[src/rtl/fwd_hazard_ctrl_if.sv]
// ID-stage operand/producer information going into the forwarding/hazard controller,
// together with the registered forwarding selects, stall and stall-count coming out of it.
interface fwd_hazard_ctrl_if #(
  parameter int unsigned CNT_W = 32
);
  logic             Freeze;
  logic             Flush;
  logic [4:0]       ID_rs;
  logic [4:0]       ID_rt;
  logic             ID_UsesRs;
  logic             ID_UsesRt;
  logic             ID_RegWrite;
  logic             ID_MemRead;
  logic [4:0]       ID_WriteReg;
  logic [1:0]       AluSrcA_Sel;
  logic [1:0]       AluSrcB_Sel;
  logic             Stall;
  logic [CNT_W-1:0] StallCount;

  modport master (
    output Freeze, Flush, ID_rs, ID_rt, ID_UsesRs, ID_UsesRt,
           ID_RegWrite, ID_MemRead, ID_WriteReg,
    input  AluSrcA_Sel, AluSrcB_Sel, Stall, StallCount
  );

  modport slave (
    input  Freeze, Flush, ID_rs, ID_rt, ID_UsesRs, ID_UsesRt,
           ID_RegWrite, ID_MemRead, ID_WriteReg,
    output AluSrcA_Sel, AluSrcB_Sel, Stall, StallCount
  );
endinterface

[src/rtl/fwd_hazard_ctrl.sv]
// Forwarding-select and load-use stall controller for a 5-stage MIPS pipeline.
// Tracks the EX and MEM producers itself and registers the EX operand-mux selects.
module fwd_hazard_ctrl #(
  parameter int unsigned CNT_W = 32
) (
  input logic               clk,
  input logic               rst,
  fwd_hazard_ctrl_if.slave  bus
);

  localparam logic [1:0] SEL_REG = 2'b00;
  localparam logic [1:0] SEL_MEM = 2'b01;
  localparam logic [1:0] SEL_WB  = 2'b10;

  logic             ex_rw_q, ex_rw_d;
  logic             ex_mr_q, ex_mr_d;
  logic [4:0]       ex_wr_q, ex_wr_d;
  logic             mem_rw_q;
  logic [4:0]       mem_wr_q;
  logic [1:0]       sel_a_q, sel_a_d;
  logic [1:0]       sel_b_q, sel_b_d;
  logic [CNT_W-1:0] cnt_q, cnt_d;
  logic             stall;
  logic [1:0]       fwd_a, fwd_b;

  // EX match wins over MEM so the youngest producer is forwarded; an EX load is
  // never forwarded from here because it stalls instead.
  function automatic logic [1:0] fwd_sel(
    input logic       use_x,
    input logic [4:0] x,
    input logic       erw,
    input logic       emr,
    input logic [4:0] ewr,
    input logic       mrw,
    input logic [4:0] mwr
  );
    logic match;
    match = use_x && (x != 5'd0);
    if (match && erw && (ewr == x) && !emr) return SEL_MEM;
    if (match && mrw && (mwr == x))         return SEL_WB;
    return SEL_REG;
  endfunction

  always_comb begin
    stall = !bus.Flush && ex_mr_q && ex_rw_q && (ex_wr_q != 5'd0) &&
            ((bus.ID_UsesRs && (bus.ID_rs == ex_wr_q)) ||
             (bus.ID_UsesRt && (bus.ID_rt == ex_wr_q)));

    fwd_a = fwd_sel(bus.ID_UsesRs, bus.ID_rs, ex_rw_q, ex_mr_q, ex_wr_q, mem_rw_q, mem_wr_q);
    fwd_b = fwd_sel(bus.ID_UsesRt, bus.ID_rt, ex_rw_q, ex_mr_q, ex_wr_q, mem_rw_q, mem_wr_q);

    ex_rw_d = bus.ID_RegWrite;
    ex_mr_d = bus.ID_MemRead;
    ex_wr_d = bus.ID_WriteReg;
    sel_a_d = fwd_a;
    sel_b_d = fwd_b;
    if (bus.Flush || stall) begin
      ex_rw_d = 1'b0;
      ex_mr_d = 1'b0;
      ex_wr_d = '0;
      sel_a_d = SEL_REG;
      sel_b_d = SEL_REG;
    end

    cnt_d = cnt_q;
    if (stall && (cnt_q != '1)) cnt_d = cnt_q + CNT_W'(1);
  end

  always_ff @(posedge clk) begin
    if (rst) begin
      ex_rw_q  <= 1'b0;
      ex_mr_q  <= 1'b0;
      ex_wr_q  <= '0;
      mem_rw_q <= 1'b0;
      mem_wr_q <= '0;
      sel_a_q  <= SEL_REG;
      sel_b_q  <= SEL_REG;
      cnt_q    <= '0;
    end else if (!bus.Freeze) begin
      mem_rw_q <= ex_rw_q;
      mem_wr_q <= ex_wr_q;
      ex_rw_q  <= ex_rw_d;
      ex_mr_q  <= ex_mr_d;
      ex_wr_q  <= ex_wr_d;
      sel_a_q  <= sel_a_d;
      sel_b_q  <= sel_b_d;
      cnt_q    <= cnt_d;
    end
  end

  assign bus.Stall       = stall;
  assign bus.AluSrcA_Sel = sel_a_q;
  assign bus.AluSrcB_Sel = sel_b_q;
  assign bus.StallCount  = cnt_q;

endmodule

[src/flat_wrapper.sv]
// flat-port wrapper written by rule: the top's interface ports become plain ports
module fwd_hazard_ctrl_flat 
#(
  parameter int unsigned CNT_W = 32
)
  (clk, rst, bus_Freeze, bus_Flush, bus_ID_rs, bus_ID_rt, bus_ID_UsesRs, bus_ID_UsesRt, bus_ID_RegWrite, bus_ID_MemRead, bus_ID_WriteReg, bus_AluSrcA_Sel, bus_AluSrcB_Sel, bus_Stall, bus_StallCount);
  fwd_hazard_ctrl_if #(.CNT_W(CNT_W)) bus_i ();
  input logic clk;
  input logic rst;
  input wire logic [$bits(bus_i.Freeze)-1:0] bus_Freeze;
  input wire logic [$bits(bus_i.Flush)-1:0] bus_Flush;
  input wire logic [$bits(bus_i.ID_rs)-1:0] bus_ID_rs;
  input wire logic [$bits(bus_i.ID_rt)-1:0] bus_ID_rt;
  input wire logic [$bits(bus_i.ID_UsesRs)-1:0] bus_ID_UsesRs;
  input wire logic [$bits(bus_i.ID_UsesRt)-1:0] bus_ID_UsesRt;
  input wire logic [$bits(bus_i.ID_RegWrite)-1:0] bus_ID_RegWrite;
  input wire logic [$bits(bus_i.ID_MemRead)-1:0] bus_ID_MemRead;
  input wire logic [$bits(bus_i.ID_WriteReg)-1:0] bus_ID_WriteReg;
  output wire logic [$bits(bus_i.AluSrcA_Sel)-1:0] bus_AluSrcA_Sel;
  output wire logic [$bits(bus_i.AluSrcB_Sel)-1:0] bus_AluSrcB_Sel;
  output wire logic [$bits(bus_i.Stall)-1:0] bus_Stall;
  output wire logic [$bits(bus_i.StallCount)-1:0] bus_StallCount;
  assign bus_i.Freeze = bus_Freeze;
  assign bus_i.Flush = bus_Flush;
  assign bus_i.ID_rs = bus_ID_rs;
  assign bus_i.ID_rt = bus_ID_rt;
  assign bus_i.ID_UsesRs = bus_ID_UsesRs;
  assign bus_i.ID_UsesRt = bus_ID_UsesRt;
  assign bus_i.ID_RegWrite = bus_ID_RegWrite;
  assign bus_i.ID_MemRead = bus_ID_MemRead;
  assign bus_i.ID_WriteReg = bus_ID_WriteReg;
  assign bus_AluSrcA_Sel = bus_i.AluSrcA_Sel;
  assign bus_AluSrcB_Sel = bus_i.AluSrcB_Sel;
  assign bus_Stall = bus_i.Stall;
  assign bus_StallCount = bus_i.StallCount;
  fwd_hazard_ctrl #(.CNT_W(CNT_W)) u_core (.clk(clk), .rst(rst), .bus(bus_i));
endmodule
[config.mk]
export PLATFORM = sky130hd
export DESIGN_NAME = fwd_hazard_ctrl_flat
export DESIGN_NICKNAME = d
export VERILOG_FILES = /design/src/rtl/fwd_hazard_ctrl_if.sv /design/src/rtl/fwd_hazard_ctrl.sv /design/src/flat_wrapper.sv
export SDC_FILE = /design/constraint.sdc
export NUM_CORES = 1
export LEC_CHECK = 0
export CAP_MARGIN = 30
export CORE_MARGIN = 1.5
export CORE_UTILIZATION = 40
export CTS_CLUSTER_DIAMETER = 80
export DETAILED_ROUTE_END_ITERATION = 10
export PLACE_DENSITY = 0.67
export REMOVE_ABC_BUFFERS = 1
export SLEW_MARGIN = 10
export SYNTH_ARGS = -nofsm -noshare
export SYNTH_HDL_FRONTEND = slang
export SYNTH_SLANG_ARGS = --single-unit
[constraint.sdc]
create_clock -name clk -period 6.5 [get_ports clk]
set_input_delay 0.975 -clock clk [delete_from_list [all_inputs] [get_ports clk]]
set_output_delay 0.975 -clock clk [all_outputs]
set_load 0.01 [all_outputs]
==> impl_summary.log <==
[metrics] final hold vios: 0
[metrics] average cell area after synthesis: 8.337 um^2
[metrics] most frequent standard cell in the layout excluding fill and tap cells: sky130_fd_sc_hd__clkdlybuf4s50_1
[metrics] highest attainable clock frequency: 249.5 MHz
[metrics] Leakage: 0.001090 uW
[metrics] power density normalized to cell area: 175.5 mW/mm^2
[metrics] type of element capturing the critical path: output pin
[metrics] Final setup viols: 0
[metrics] endpoint of the most critical register-to-register path: u_core.bus.StallCount[20]
[metrics] clock net sink count: 49
[metrics] remaining antenna violation count: 0
[metrics] master cell of the clock root buffer: sky130_fd_sc_hd__clkbuf_8
[metrics] die area: 0.006736 mm^2
[metrics] vias in the first global route: 2142
[metrics] type of the most critical hold path: register to register
[metrics] final HPWL from detailed placement: 4489 um
[metrics] starting utilization of the core area: 0.4175
[metrics] setup repair bufs after CTS: 0
[metrics] proportion of layout cells with a drive suffix above 1: 0.04482
[metrics] overflow left after global routing: 0
[metrics] worst reg2reg path startpoint: u_core.bus.StallCount[0]
[metrics] clock latency reported for the late side of the worst-skew pair: 300 ps
[metrics] Filler Cell Count: 560
[metrics] global router's overall resource usage: 0.1946
[metrics] VDD IR-drop max: 0.00008991 V
[metrics] Die Span X: 82.08 um
[metrics] Max Root-Sink Buffers: 2
[metrics] P&R area growth vs syn: 31.12%
[metrics] signal arrival time at the worst endpoint: 3030 ps
[metrics] via count of the routed design: 2400
[metrics] Max-Slew Margin vs Limit: 0.4513
[metrics] largest net degree at the start of global routing: 52
[metrics] crit path capture: bus_Stall
[metrics] share of the cycle needed by the critical path after routing: 0.6166
[metrics] residual DRC count: 0
[metrics] nets: 380
[metrics] unrepaired setup endpoints after global routing: false
[metrics] Routed WL: 6230 um
[metrics] sequential fraction of the synthesis area: 0.3922
[metrics] clock transition at the registers of the reported paths: 80 ps
[metrics] H-Tree Level Count: 2
[metrics] worst clock skew on the final layout: 4.005 ps
[metrics] mapped cell area: 0.002501 mm^2
[metrics] starting DRC count in detailed routing: 131
[metrics] height of the die: 82.08 um
[metrics] area inside the core boundary: 0.005991 mm^2
[metrics] # diodes: 0
[metrics] synthesis-stage register bit count: 49
[metrics] Placement Setup Slack: 2208 ps
[metrics] Tightest Pin Transition: 820.4 ps
[metrics] clock buffer count from CTS: 5
[metrics] Total Negative Setup Slacks: 0 ps
[metrics] Site Rows: 28
[metrics] Critical Path Fanout Max: 16
[metrics] global placer's final weighted congestion: 0.7880
[metrics] count of flip-flops with a built-in enable after synthesis: 0
[metrics] outcome: finished clean
[metrics] setup slack after layout: 2492 ps
[metrics] number of antenna violations at the first check in global routing: 0
[metrics] number of warning messages in the yosys log: 0
[metrics] cell count of the worst reg-to-reg path: 8
[metrics] Pins Over Slew Limit: 0
[metrics] most frequent cells in the layout: 59 x sky130_fd_sc_hd__clkdlybuf4s50_1, 49 x sky130_fd_sc_hd__dfxtp_1, 41 x sky130_fd_sc_hd__nor2_1, 19 x sky130_fd_sc_hd__a21oi_1, 18 x sky130_fd_sc_hd__nand2_1
[metrics] TritonCTS clock tree: built
[metrics] CTS Hold Bufs: 0
[metrics] Post-CTS Resized: 0
[metrics] Post-synth ARST share: 0
[metrics] ys flop type: sky130_fd_sc_hd__dfxtp_1
[metrics] flop-to-flop setup slack: 4020 ps
[metrics] average wire length per cell after detail routing: 14.42 um
[metrics] I/O pin cnt: 60
[metrics] required arrival time at the worst endpoint: 5520 ps
[metrics] number of different library cells in the post-synthesis netlist: 39
[metrics] vias per inst: 5.556
[metrics] path type of the worst setup path: primary input to output pin
[metrics] worst hold path startpoint: u_core.bus.StallCount[14]
[metrics] first drt pass iteration count: 5
[metrics] shortest period the worst path allows: 4008 ps
[metrics] number of buffer cells added on primary ports: 59
[metrics] startpoint kind of the worst setup timing path: primary input
[metrics] max-cap violations: 0
[metrics] wire length of the first global-routing pass: 10070 um
[metrics] number of instances in the synthesized netlist: 300
[metrics] Critical Path Source: bus_ID_rt[4]
state kept, by name (all words and copies together), names as in the netlist:
register / cells
u_core.mem_rw_q: 1
u_core.ex_wr_q: 5
u_core.bus.AluSrcB_Sel: 2
u_core.ex_mr_q: 1
u_core.bus.AluSrcA_Sel: 2
u_core.mem_wr_q: 5
u_core.bus.StallCount: 32
u_core.ex_rw_q: 1
power by group:
| group | internal [uW] | switching, uW | total, uW |
|---|---|---|---|
| logic | 23.3 | 21.9 | 45.1 |
| clock network | 126 | 98.9 | 224 |
| registers | 302 | 3.53 | 306 |
synth_stat cells, types with 2 or more instances:
master / instances / area (um^2)
sky130_fd_sc_hd__o31ai_1: 5 / 37.54
sky130_fd_sc_hd__nor2b_1: 2 / 12.51
sky130_fd_sc_hd__and3_1: 6 / 37.54
sky130_fd_sc_hd__nor3_1: 3 / 15.01
sky130_fd_sc_hd__xnor2_1: 16 / 140.1
sky130_fd_sc_hd__a21oi_1: 19 / 95.09
sky130_fd_sc_hd__o21ai_0: 12 / 60.06
sky130_fd_sc_hd__xor2_1: 16 / 140.1
sky130_fd_sc_hd__a311oi_1: 2 / 17.52
sky130_fd_sc_hd__or4_1: 7 / 52.55
sky130_fd_sc_hd__a32oi_1: 4 / 35.03
sky130_fd_sc_hd__nor4_1: 5 / 31.28
sky130_fd_sc_hd__buf_2: 6 / 30.03
sky130_fd_sc_hd__mux2i_1: 8 / 80.08
sky130_fd_sc_hd__nand4_1: 17 / 106.4
sky130_fd_sc_hd__nor2_1: 41 / 153.9
sky130_fd_sc_hd__a22oi_1: 7 / 52.55
sky130_fd_sc_hd__nand2_1: 18 / 67.56
sky130_fd_sc_hd__inv_1: 5 / 18.77
sky130_fd_sc_hd__clkbuf_1: 7 / 26.28
sky130_fd_sc_hd__nand3_1: 17 / 85.08
sky130_fd_sc_hd__dfxtp_1: 49 / 980.9
sky130_fd_sc_hd__or3_1: 12 / 75.07
area by class of cell:
class	instances	area (um^2)	share of cell area
Clock buffer	7	86.33	0.02633
Timing Repair Buffer	63	628.1	0.1915
Clock inverter	1	30.03	0.009157
Multi-Input combinational cell	232	1441	0.4395
Tap cell	75	93.84	0.02861
Sequential cell	49	980.9	0.2991
Inverter	5	18.77	0.005723
metrics by stage:
stage	instances	total power [uW]	hold slack, ps	area, um^2	utilization
after floorplan	286	329.9	486.2	2441	-
after global routing	432	595.9	528.3	3279	0.5474
after detailed placement	423	358.2	484.0	3148	0.5255
after CTS	431	582.3	498.1	3264	0.5449
final	432	575.4	498.6	3279	0.5474
after global placement	423	357.5	470.0	3148	0.5255
how the worst min path moves through the flow:
stage,endpoint,slack [ps],cells after the start
floorplan,u_core.mem_rw_q,490,2
global placement,u_core.bus.AluSrcA_Sel[0],470,2
detailed placement,u_core.bus.StallCount[14],480,2
CTS,u_core.bus.StallCount[14],500,2
global route,u_core.bus.AluSrcB_Sel[0],530,2
finish,u_core.bus.StallCount[14],500,2
cells by family (layout without fill, tap and decap cells):
kind of cell | count (synthesis) | after routing | synth area share
AND/OR/NAND/NOR | 137 | 137 | 0.2876
AO/OA/AOI/OAI | 53 | 53 | 0.1351
flip-flops | 49 | 49 | 0.3922
adder cells (fa/ha/maj) | 1 | 1 | 0.005002
XOR/XNOR | 32 | 32 | 0.1121
multiplexers | 9 | 9 | 0.03652
buffers and inverters | 19 | 76 | 0.03152
layer usage:
layer / routed length (um) / vias up / global-route usage
li1: - / 1210 / -
met1: 3089 / 1133 / 0.2724
met2: 2846 / 53 / 0.3082
met3: 236 / 4 / 0.03333
met4: 57 / 0 / 0.05085
met5: 0 / - / 0
worst max-delay path, stage by stage:
cell and delay (ps):
sky130_fd_sc_hd__clkdlybuf4s50_1 550, sky130_fd_sc_hd__xnor2_1 140, sky130_fd_sc_hd__nand3_1 130, sky130_fd_sc_hd__o32ai_2 270
sky130_fd_sc_hd__buf_4 250, sky130_fd_sc_hd__nand2_1 70, sky130_fd_sc_hd__nor2_1 90, sky130_fd_sc_hd__clkdlybuf4s50_1 560
No activity file was read; power rests on OpenSTA's default activity.
